<file path="src/rtl/jtag_tap_ctrl_if.sv">
// TAP-side bundle: TMS/TDI/selected data register in, TDO and shift/instruction state out.
interface jtag_tap_ctrl_if #(
  parameter int REG_W = 32
);
  logic             tms;
  logic             tdi;
  logic [REG_W-1:0] data_reg;
  logic             tdo;
  logic             tdo_en;
  logic [REG_W-1:0] shift_reg;
  logic [REG_W-1:0] instr_reg;
  logic             state_is_update_dr;
  logic [3:0]       state;

  // master drives the scan pins, slave is the TAP controller
  modport master (
    output tms, tdi, data_reg,
    input  tdo, tdo_en, shift_reg, instr_reg, state_is_update_dr, state
  );
  modport slave (
    input  tms, tdi, data_reg,
    output tdo, tdo_en, shift_reg, instr_reg, state_is_update_dr, state
  );
endinterface

</file>
<file path="src/rtl/jtag_tap_ctrl.sv">
// IEEE 1149.1 TAP state machine with DR/IR shift stages and instruction register.
// Macro JTAG_TDO_NEGEDGE_EN: retime TDO and TDO-enable onto the falling edge of TCK.
module jtag_tap_ctrl #(
  parameter int               REG_W  = 32,
  parameter logic [REG_W-1:0] IR_RST = REG_W'(1)  // IDCODE opcode
) (
  input logic            i_tclk,
  input logic            i_trst_n,
  jtag_tap_ctrl_if.slave bus
);
  typedef enum logic [3:0] {
    EXIT2_DR = 4'h0, EXIT1_DR = 4'h1, SHIFT_DR = 4'h2, PAUSE_DR = 4'h3,
    SEL_IR   = 4'h4, UPD_DR   = 4'h5, CAP_DR   = 4'h6, SEL_DR   = 4'h7,
    EXIT2_IR = 4'h8, EXIT1_IR = 4'h9, SHIFT_IR = 4'hA, PAUSE_IR = 4'hB,
    RTI      = 4'hC, UPD_IR   = 4'hD, CAP_IR   = 4'hE, TLR      = 4'hF
  } tap_state_e;

  tap_state_e       state;
  logic [REG_W-1:0] shift_reg;
  logic [REG_W-1:0] ir_shift;
  logic [REG_W-1:0] instr_reg;
  logic             tdo_src;
  logic             tdo_en_src;

  function automatic tap_state_e next_state(input tap_state_e s, input logic tms);
    case (s)
      TLR:      return tms ? TLR      : RTI;
      RTI:      return tms ? SEL_DR   : RTI;
      SEL_DR:   return tms ? SEL_IR   : CAP_DR;
      CAP_DR:   return tms ? EXIT1_DR : SHIFT_DR;
      SHIFT_DR: return tms ? EXIT1_DR : SHIFT_DR;
      EXIT1_DR: return tms ? UPD_DR   : PAUSE_DR;
      PAUSE_DR: return tms ? EXIT2_DR : PAUSE_DR;
      EXIT2_DR: return tms ? UPD_DR   : SHIFT_DR;
      UPD_DR:   return tms ? SEL_DR   : RTI;
      SEL_IR:   return tms ? TLR      : CAP_IR;
      CAP_IR:   return tms ? EXIT1_IR : SHIFT_IR;
      SHIFT_IR: return tms ? EXIT1_IR : SHIFT_IR;
      EXIT1_IR: return tms ? UPD_IR   : PAUSE_IR;
      PAUSE_IR: return tms ? EXIT2_IR : PAUSE_IR;
      EXIT2_IR: return tms ? UPD_IR   : SHIFT_IR;
      UPD_IR:   return tms ? SEL_DR   : RTI;
      default:  return TLR;
    endcase
  endfunction

  // register actions are keyed on the state being left, so a capture lands on the exit edge
  always_ff @(posedge i_tclk or negedge i_trst_n) begin
    if (!i_trst_n) begin
      state     <= TLR;
      shift_reg <= '0;
      ir_shift  <= '0;
      instr_reg <= IR_RST;
    end else begin
      state <= next_state(state, bus.tms);
      case (state)
        CAP_DR:   shift_reg <= bus.data_reg;
        SHIFT_DR: shift_reg <= {bus.tdi, shift_reg[REG_W-1:1]};
        CAP_IR:   ir_shift  <= REG_W'(1);
        SHIFT_IR: ir_shift  <= {bus.tdi, ir_shift[REG_W-1:1]};
        UPD_IR:   instr_reg <= ir_shift;
        TLR:      instr_reg <= IR_RST;
        default:  ;
      endcase
    end
  end

  always_comb begin
    tdo_en_src = (state == SHIFT_DR) || (state == SHIFT_IR);
    tdo_src    = 1'b0;
    if (state == SHIFT_DR)      tdo_src = shift_reg[0];
    else if (state == SHIFT_IR) tdo_src = ir_shift[0];
  end

`ifdef JTAG_TDO_NEGEDGE_EN
  logic tdo_q;
  logic tdo_en_q;

  always_ff @(negedge i_tclk or negedge i_trst_n) begin
    if (!i_trst_n) begin
      tdo_q    <= 1'b0;
      tdo_en_q <= 1'b0;
    end else begin
      tdo_q    <= tdo_src;
      tdo_en_q <= tdo_en_src;
    end
  end

  assign bus.tdo    = tdo_q;
  assign bus.tdo_en = tdo_en_q;
`else
  assign bus.tdo    = tdo_src;
  assign bus.tdo_en = tdo_en_src;
`endif

  assign bus.shift_reg          = shift_reg;
  assign bus.instr_reg          = instr_reg;
  assign bus.state_is_update_dr = (state == UPD_DR);
  assign bus.state              = state;
endmodule

</file>
<file path="src/flat_wrapper.sv">
// flat-port wrapper written by rule: the top's interface ports become plain ports
module jtag_tap_ctrl_flat 
#(
  parameter int               REG_W  = 32,
  parameter logic [REG_W-1:0] IR_RST = REG_W'(1)                  
)
  (i_tclk, i_trst_n, bus_tms, bus_tdi, bus_data_reg, bus_tdo, bus_tdo_en, bus_shift_reg, bus_instr_reg, bus_state_is_update_dr, bus_state);
  jtag_tap_ctrl_if #(.REG_W(REG_W)) bus_i ();
  input logic i_tclk;
  input logic i_trst_n;
  input wire logic [$bits(bus_i.tms)-1:0] bus_tms;
  input wire logic [$bits(bus_i.tdi)-1:0] bus_tdi;
  input wire logic [$bits(bus_i.data_reg)-1:0] bus_data_reg;
  output wire logic [$bits(bus_i.tdo)-1:0] bus_tdo;
  output wire logic [$bits(bus_i.tdo_en)-1:0] bus_tdo_en;
  output wire logic [$bits(bus_i.shift_reg)-1:0] bus_shift_reg;
  output wire logic [$bits(bus_i.instr_reg)-1:0] bus_instr_reg;
  output wire logic [$bits(bus_i.state_is_update_dr)-1:0] bus_state_is_update_dr;
  output wire logic [$bits(bus_i.state)-1:0] bus_state;
  assign bus_i.tms = bus_tms;
  assign bus_i.tdi = bus_tdi;
  assign bus_i.data_reg = bus_data_reg;
  assign bus_tdo = bus_i.tdo;
  assign bus_tdo_en = bus_i.tdo_en;
  assign bus_shift_reg = bus_i.shift_reg;
  assign bus_instr_reg = bus_i.instr_reg;
  assign bus_state_is_update_dr = bus_i.state_is_update_dr;
  assign bus_state = bus_i.state;
  jtag_tap_ctrl #(.REG_W(REG_W), .IR_RST(IR_RST)) u_core (.i_tclk(i_tclk), .i_trst_n(i_trst_n), .bus(bus_i));
endmodule
</file>
<file path="config.mk">
export PLATFORM = sky130hd
export DESIGN_NAME = jtag_tap_ctrl_flat
export DESIGN_NICKNAME = d
export VERILOG_FILES = /design/src/rtl/jtag_tap_ctrl_if.sv /design/src/rtl/jtag_tap_ctrl.sv /design/src/flat_wrapper.sv
export SDC_FILE = /design/constraint.sdc
export NUM_CORES = 1
export LEC_CHECK = 0
export CAP_MARGIN = 20
export CORE_ASPECT_RATIO = 0.6
export CORE_MARGIN = 3
export CORE_UTILIZATION = 45
export CTS_CLUSTER_DIAMETER = 120
export DETAILED_ROUTE_END_ITERATION = 10
export PLACE_DENSITY = 0.77
export SLEW_MARGIN = 20
export SYNTH_ARGS = -nofsm -noshare
export SYNTH_HDL_FRONTEND = slang
export SYNTH_SLANG_ARGS = --single-unit
export TNS_END_PERCENT = 10
</file>
<file path="constraint.sdc">
create_clock -name i_tclk -period 1.7 [get_ports i_tclk]
set_input_delay 0.51 -clock i_tclk [delete_from_list [all_inputs] [get_ports i_tclk]]
set_output_delay 0.51 -clock i_tclk [all_outputs]
set_load 0.01 [all_outputs]
</file>
Yosys cells after proc, flatten, opt, wreduce, memory -nomap -nowiden --
Cells that the tools add are included.
Word-level totals: register bits after elaboration 100, latch bits 0, RAM bits 0, memory bits (read-only) 0, input port bits 36, output and inout port bits 71, word-level logic and storage cells 45, memories 0
Cells by class: $add $sub $neg 0, multiply operators 0, divide/modulo/power cells 0, order comparisons 0, equal/unequal tests 15, shift operators 0, mux-type cells 18, bitwise logic cells 0, reduce and logical (&&, ||, !) cells 8
Operator list (count):
- case mux 32 bit (2 select lines) | 3
- case mux 4 bit (12 select lines) | 1
- equality test 4 bit, second input constant | 8
- equality test 4 x 3 -> 1 bit, second input constant | 4
- 2-to-1 mux 2 bit | 6
- 2-to-1 mux 3 bit | 4
- equality test 4 x 2 -> 1 bit, second input constant | 2
- nonzero test 2 bit | 3
- equality test 4 x 1 -> 1 bit, second input constant | 1
- zero test 4 bit | 1
- 2-to-1 mux 4 bit | 1
- OR reduction 2 bit | 2
- 2-to-1 mux 1 bit | 3
- OR reduction 3 bit | 1
- logical OR 1 bit | 1

Longest topological paths before layout --
Gate-level depths: netlist of run 1.
depth after elaboration 3, gate-level depth with buffers 6, gate-level depth less buffers 3

Worst setup path after synthesis of run 1 --
OpenSTA, ideal clock, no wires.
path kind register to output, start register u_core.state[3], in the netlist u_core.bus.state[3], end output bus_tdo, data arrival time 1.353 ns, slack -0.163 ns, stages on the path, launching flop included 6, buffers on the path 2, path through dfstp_2 buf_2 nand3b_1 buf_4 o2bb2a_4 nor2_1
Between the ends: cells in the longest elaborated chain, start to end 3
RTL lines:
- start: declaration | RTL line jtag_tap_ctrl.sv:18 | tap_state_e state;
- start signal: assignment | RTL line jtag_tap_ctrl.sv:55 | state <= next_state(state, bus.tms);
- equality test 4 bit | RTL line jtag_tap_ctrl.sv:72 | else if (state == SHIFT_IR) tdo_src = ir_shift[0];
- 2-to-1 mux 1 bit | RTL line jtag_tap_ctrl.sv:72
- 2-to-1 mux 1 bit (*) | RTL line jtag_tap_ctrl.sv:71 | if (state == SHIFT_DR) tdo_src = shift_reg[0];
- end: declaration | RTL line flat_wrapper.sv:14 | output wire logic [$bits(bus_i.tdo)-1:0] bus_tdo;
Every way passes the cells marked *; elsewhere a longest branch is shown, timed or not.

Worst setup path in the final report of run 1 --
start register u_core.state[1], in the netlist u_core.bus.state[1], end output bus_tdo
The elaborated chain is that of the path after synthesis.

==> reports/results.ini, run 1 <==
[outcome]
status=finished, violations left
violations=negative setup slack

[clock_tree]
ctsHoldBuffers=0
cts_sinks=100
clockBufferDepth=2
cts-htree-levels=3
clk-insertion-delay-late_ns=0.34
clkTransAtPathRegs_ns=0.06
cts_buffers=9
cts-root-buf=clkbuf_16
cts_tree=built

[power]
power_per_cell_area_mw_per_mm2=1560
irDropWorstVdd_uv=839
p_leak_nw=2.72

[sta]
slew_headroom_pct=66.2
timing.final.crit_share_pct=116
worst_slew_pin_slew_ns=0.507
finalSetupTns_ns=-3.51
min_period_ns=1.96
finalClockSkew_ns=0.00517
setup-violations-final=38
drv_slew=0
fmax_ghz=0.509
rsz0062_at_grt=true
holdWs_ns=0.0547
hold_viol=0
layout_setup_ws_ns=-0.265

[route]
wl_met3_um=415
drtPass1Iterations=6
top_layer=met4
vias=3375
drt-initial-drc-count=236
drc=0
dr_wl_met2_mm=4.77
vias_per_cell=4.86
wirelength_mm=10.1
final_antenna_net_count=0
routedLengthMet1_mm=4.86
wl_per_cell_um=14.6

[final_layout]
mostFrequentLayoutCells=95 x dfrtp_1, 68 x nand2_1, 66 x o21ai_0
layout.nets=596
fillCellCount=803
drive_gt1_share_pct=14.9
final_core_util_pct=64.1
syn2layout_area_growth_pct=34.5
final_common_cell=dfrtp_1
antenna_cells=0

[die]
die_area_sq_mm=0.0113
die_h_um=83.5
die_w_um=135
ios=107
start_util_pct=47.7
design.core.area_sq_mm=0.00946
rows=27

[worst_setup_path]
start_kind=flop
arrival_ns=1.45
cp-end-kind=output pin
critical_path_class=flop to output pin
worstPathRequired_ns=1.19
r2r-start=u_core.bus.state[2]
rr_endpoint=u_core.bus.instr_reg[31]
worst-path-max-fanout=3
crit_chain=nor3b_4 -> o2bb2a_4 -> nor2_4 -> buf_6
startpoint=u_core.bus.state[1]
r2r_slack_ns=-0.15
cp_slowest_cell=dfstp_2
reg2reg_depth=5
critPathMaxStageDelay_ns=0.54

[yosys]
synthCells=447
netlist_area_sq_mm=0.00451
avgSynthCellArea_sq_um=10.1
synthXorXnorAreaFrac_pct=0
synth-adder-area-share_pct=0
ys_ff_latch=100
synthDistinctLibCells=27
synth_top_family_by_area=simple AND/OR/NAND/NOR gates
ys_warn_count=0
seq_area_frac_synth_pct=55.6
synthMuxAreaShare_pct=7.13
syn-num-nets=483
synth_compound_area_share_pct=13.5
synth-simple-area-share_pct=19.0

[global_route]
antenna_found_initial=0
grtUsageTotal_pct=18.7
grt_overflow_total=0
grt_pass1_vias=3426
grt_max_degree=65
grt_pass1_wl_mm=17.2

[placed_design]
portBuffers=106
dp_hpwl_mm=7.04
gp_congestion=0.744

[min_path]
worstHoldPathType=primary input to async pin

[job]
drv_cap=0

[report_power, final]
group	switching, mW	total [mW]	internal (mW)
registers	0.410	3.35	2.94
clock network	0.830	2.00	1.17
logic	2.17	4.11	1.95
total	3.41	9.47	6.06
[metrics by stage]
step	worst slack, ns	power (mW)	area, sq um	cells
after floorplan	-0.0417	5.89	4530	447
after global placement	-0.344	7.34	5700	669
after detailed placement	-0.379	7.48	5700	669
after CTS	-0.279	9.44	6010	692
after global routing	-0.338	10.1	6060	694
final	-0.265	9.47	6060	694
[area by class of cell]
cell class | count | area [sq um] | area share, %
clock buffer | 11 | 243 | 4.00
clock inverter | 4 | 50.0 | 0.825
inverter | 1 | 3.75 | 0.0619
multi-input combinational | 312 | 1830 | 30.2
sequential | 100 | 2510 | 41.4
tap | 130 | 163 | 2.68
timing repair buffer | 136 | 1270 | 20.9
[Yosys cell counts]
cell | count | area [sq um]
a311o_1 | 1 | 10.0
nand3b_1 | 1 | 7.51
o2bb2a_4 | 1 | 20.0
mux2_2 | 1 | 11.3
a22o_1 | 1 | 8.76
a21oi_1 | 15 | 75.1
dfrtp_1 | 95 | 2380
buf_4 | 7 | 52.6
nor3b_1 | 1 | 7.51
nand2b_1 | 64 | 400
nor2_1 | 36 | 135
a21oi_2 | 18 | 158
dfstp_2 | 5 | 131
buf_6 | 6 | 67.6
o21ai_0 | 66 | 330
nor3b_2 | 1 | 12.5
inv_1 | 1 | 3.75
nand2_1 | 69 | 259
or3b_1 | 1 | 8.76
clkbuf_1 | 12 | 45.0
nor3_1 | 1 | 5.00
buf_2 | 9 | 45.0
mux2i_1 | 31 | 310
a31oi_1 | 1 | 6.26
nand3_2 | 1 | 10.0
nand3_1 | 1 | 5.00
nor2b_1 | 1 | 6.26
[worst max path at each step]
stage	end	slack (ns)	cells after the start
floorplan	bus_tdo	-0.04	5
global placement	bus_tdo	-0.34	4
detailed placement	bus_tdo	-0.38	4
CTS	bus_tdo	-0.28	4
global route	bus_tdo	-0.34	4
finish	bus_tdo	-0.26	4
[metal layers]
layer | track usage (%) | vias to the layer above
met1 | 26.3 | 1603
met4 | 4.03 | 0
met3 | 4.76 | 9
li1 | - | 1700
met5 | 0 | -
met2 | 29.4 | 63
[kinds of logic after synthesis]
| kind of cell | count (synthesis) |
|---|---|
| flip-flops | 100 |
| AO/OA/AOI/OAI | 103 |
| multiplexers | 32 |
| AND/OR/NAND/NOR | 177 |
| buffers and inverters | 35 |
[critical path, delay by kind of cell (launching register included)]
family                 cells  cell delay, ns
AND/OR/NAND/NOR            2            0.29
buffers and inverters      1            0.10
AO/OA/AOI/OAI              1            0.18
flip-flops                 1            0.54
[timing repair]
item,CTS,global route
pin swaps,2,1
endpoints found under the setup margin,108,104
buffers inserted,8,2
gates resized for setup,110,10
Note: power is estimated with default switching activity, not from simulation.
==> run 2, diff against run 1 <==
Settings changed: TNS_END_PERCENT 10 to default.
==> run 2 against run 1 <==
Net effect: the run still ends with negative setup slack left; worst setup slack worse by 0.011 ns; core utilization is 0.74 points lower; worst hold slack better by 0.015 ns; global-route usage is 0.46 points lower; combinational power is 5% lower; clock power is 4% lower; routed wire length is 3.0% lower; sequential cell count stayed put; clock skew is 0.00066 ns higher; total power is 2.9% lower; final cell count is 0.29% lower; critical endpoint unchanged.
==> reports/results.ini, run 2 (synthesis results as in run 1) <==
[final_layout]
final_area_sq_mm=0.00599
layout.nets=593
drive_gt1_share_pct=14.2
syn2layout_area_growth_pct=32.9
antenna_cells=0
mostFrequentLayoutCells=95 x dfrtp_1, 68 x nand2_1, 66 x o21ai_0
final_common_cell=dfrtp_1

[power]
comb_power_share_pct=42.7
p_int_mw=5.87
p_sw_mw=3.32
p_leak_nw=2.68
power_per_cell_area_mw_per_mm2=1530
p_seq_share_pct=36.4
irDropWorstVdd_uv=754
pwr-share-clk_pct=20.9
swShare_pct=36.2

[die]
start_util_pct=47.7
ios=107
die_area_sq_mm=0.0113
rows=27
die_h_um=83.5
design.core.area_sq_mm=0.00946
die_w_um=135

[worst_setup_path]
worst-path-max-fanout=3
rr_endpoint=u_core.bus.shift_reg[7]
cp_slowest_cell=dfstp_2
critical_path_class=flop to output pin
arrival_ns=1.47
crit_chain=nor3b_4 -> o2bb2a_4 -> nor2_4 -> buf_6
r2r_slack_ns=0.01
cp-end-kind=output pin
critPathMaxStageDelay_ns=0.55
start_kind=flop
cp.depth=4
crit_end=bus_tdo
startpoint=u_core.bus.state[1]
critical_path.top_delay_family=flip-flops
r2r-start=u_core.bus.state[1]
reg2reg_depth=4
worstPathRequired_ns=1.19
critPathBufInv=1

[global_route]
grt_pass1_vias=3303
grtUsageTotal_pct=18.2
grt_overflow_total=0
grt_pass1_wl_mm=16.8
grt_max_degree=65
antenna_found_initial=0

[route]
vias_per_cell=4.85
drt-initial-drc-count=175
wl_per_cell_um=14.2
wirelength_mm=9.83
final_antenna_net_count=0
vias=3356
drc=0
drtPass1Iterations=4

[min_path]
worstHoldPathType=primary input to async pin

[clock_tree]
clockBufferDepth=2
cts_buffers=9
cts_sinks=100
clk-insertion-delay-late_ns=0.34
cts-root-buf=clkbuf_16
cts_tree=built
clkTransAtPathRegs_ns=0.07
ctsHoldBuffers=0
cts-htree-levels=3

[sta]
drv_slew=0
slew_headroom_pct=54.7
worst_slew_pin_slew_ns=0.680
min_period_ns=1.98
rsz0062_at_grt=true
layout_setup_ws_ns=-0.276
hold_viol=0
setup-violations-final=5
timing.final.crit_share_pct=116
fmax_ghz=0.506
finalClockSkew_ns=0.00583

[placed_design]
gp_congestion=0.803
post-place-ws_ns=-0.372
placed_area_sq_mm=0.00572
portBuffers=106
dp_hpwl_mm=6.81

[outcome]
violations=negative setup slack
status=finished, violations left

[job]
drv_cap=0

==> run 2: how the worst min path moves through the flow <==
stage	end	slack [ns]	cells after the start
global route	u_core.bus.instr_reg[18]	0.08	1
finish	u_core.bus.instr_reg[18]	0.07	1
detailed placement	u_core.bus.instr_reg[22]	0.43	1
CTS	u_core.bus.instr_reg[18]	0.06	1
floorplan	u_core.bus.instr_reg[10]	0.21	0
global placement	u_core.bus.instr_reg[22]	0.43	1
==> run 2: worst register-to-register path, stage by stage, from the launching register on <==
cell,delay [ns]
dfstp_2,0.55
nor3b_4,0.21
buf_4,0.59
nor2_1,0.10
a21oi_1,0.16
==> run 2: power by group through the flow <==
stage                     clock, mW  combinational [mW]  sequential, mW
after floorplan                   0                2.36            3.54
after global placement            0                3.99            3.38
after detailed placement          0                4.05            3.41
after CTS                      1.97                3.91            3.35
after global routing           2.08                4.32            3.43
final                          1.92                3.92            3.35
==> run 2: routing by layer <==
metal,vias up,track usage [%],share of wire (%)
li1,1692,-,-
met1,1592,26.8,50
met2,63,26.8,45
met3,9,4.88,4.4
met4,0,4.67,1.1
met5,-,0,0
==> run 2: per-stage QoR <==
step / util, % / power [mW] / setup TNS, ns / cells / hold WS [ns]
after global routing: 63.4 / 9.82 / -5.25 / 692 / 0.0751
after CTS: 63.2 / 9.24 / -0.805 / 690 / 0.0640
final: 63.4 / 9.19 / -0.866 / 692 / 0.0697
after detailed placement: 60.5 / 7.46 / -1.14 / 668 / 0.430
after floorplan: - / 5.90 / -0.0417 / 447 / 0.214
after global placement: 60.5 / 7.37 / -0.989 / 668 / 0.430
==> run 2: area by class of cell <==
| type | instances | area, sq um |
|---|---|---|
| multi-input combinational | 312 | 1810 |
| fill | 781 | 3470 |
| sequential | 100 | 2510 |
| tap | 130 | 163 |
| timing repair buffer | 133 | 1220 |
| clock buffer | 13 | 260 |
| clock inverter | 3 | 21.3 |
| inverter | 1 | 3.75 |
==> run 2: timing repair <==
item | in CTS | in global routing
endpoints found under the hold margin | 0 | 0
endpoints found under the setup margin | 74 | 83
resized for setup | 104 | 6
cloned | 0 | 0
pin swaps | 1 | 4
buffers inserted | 8 | 4
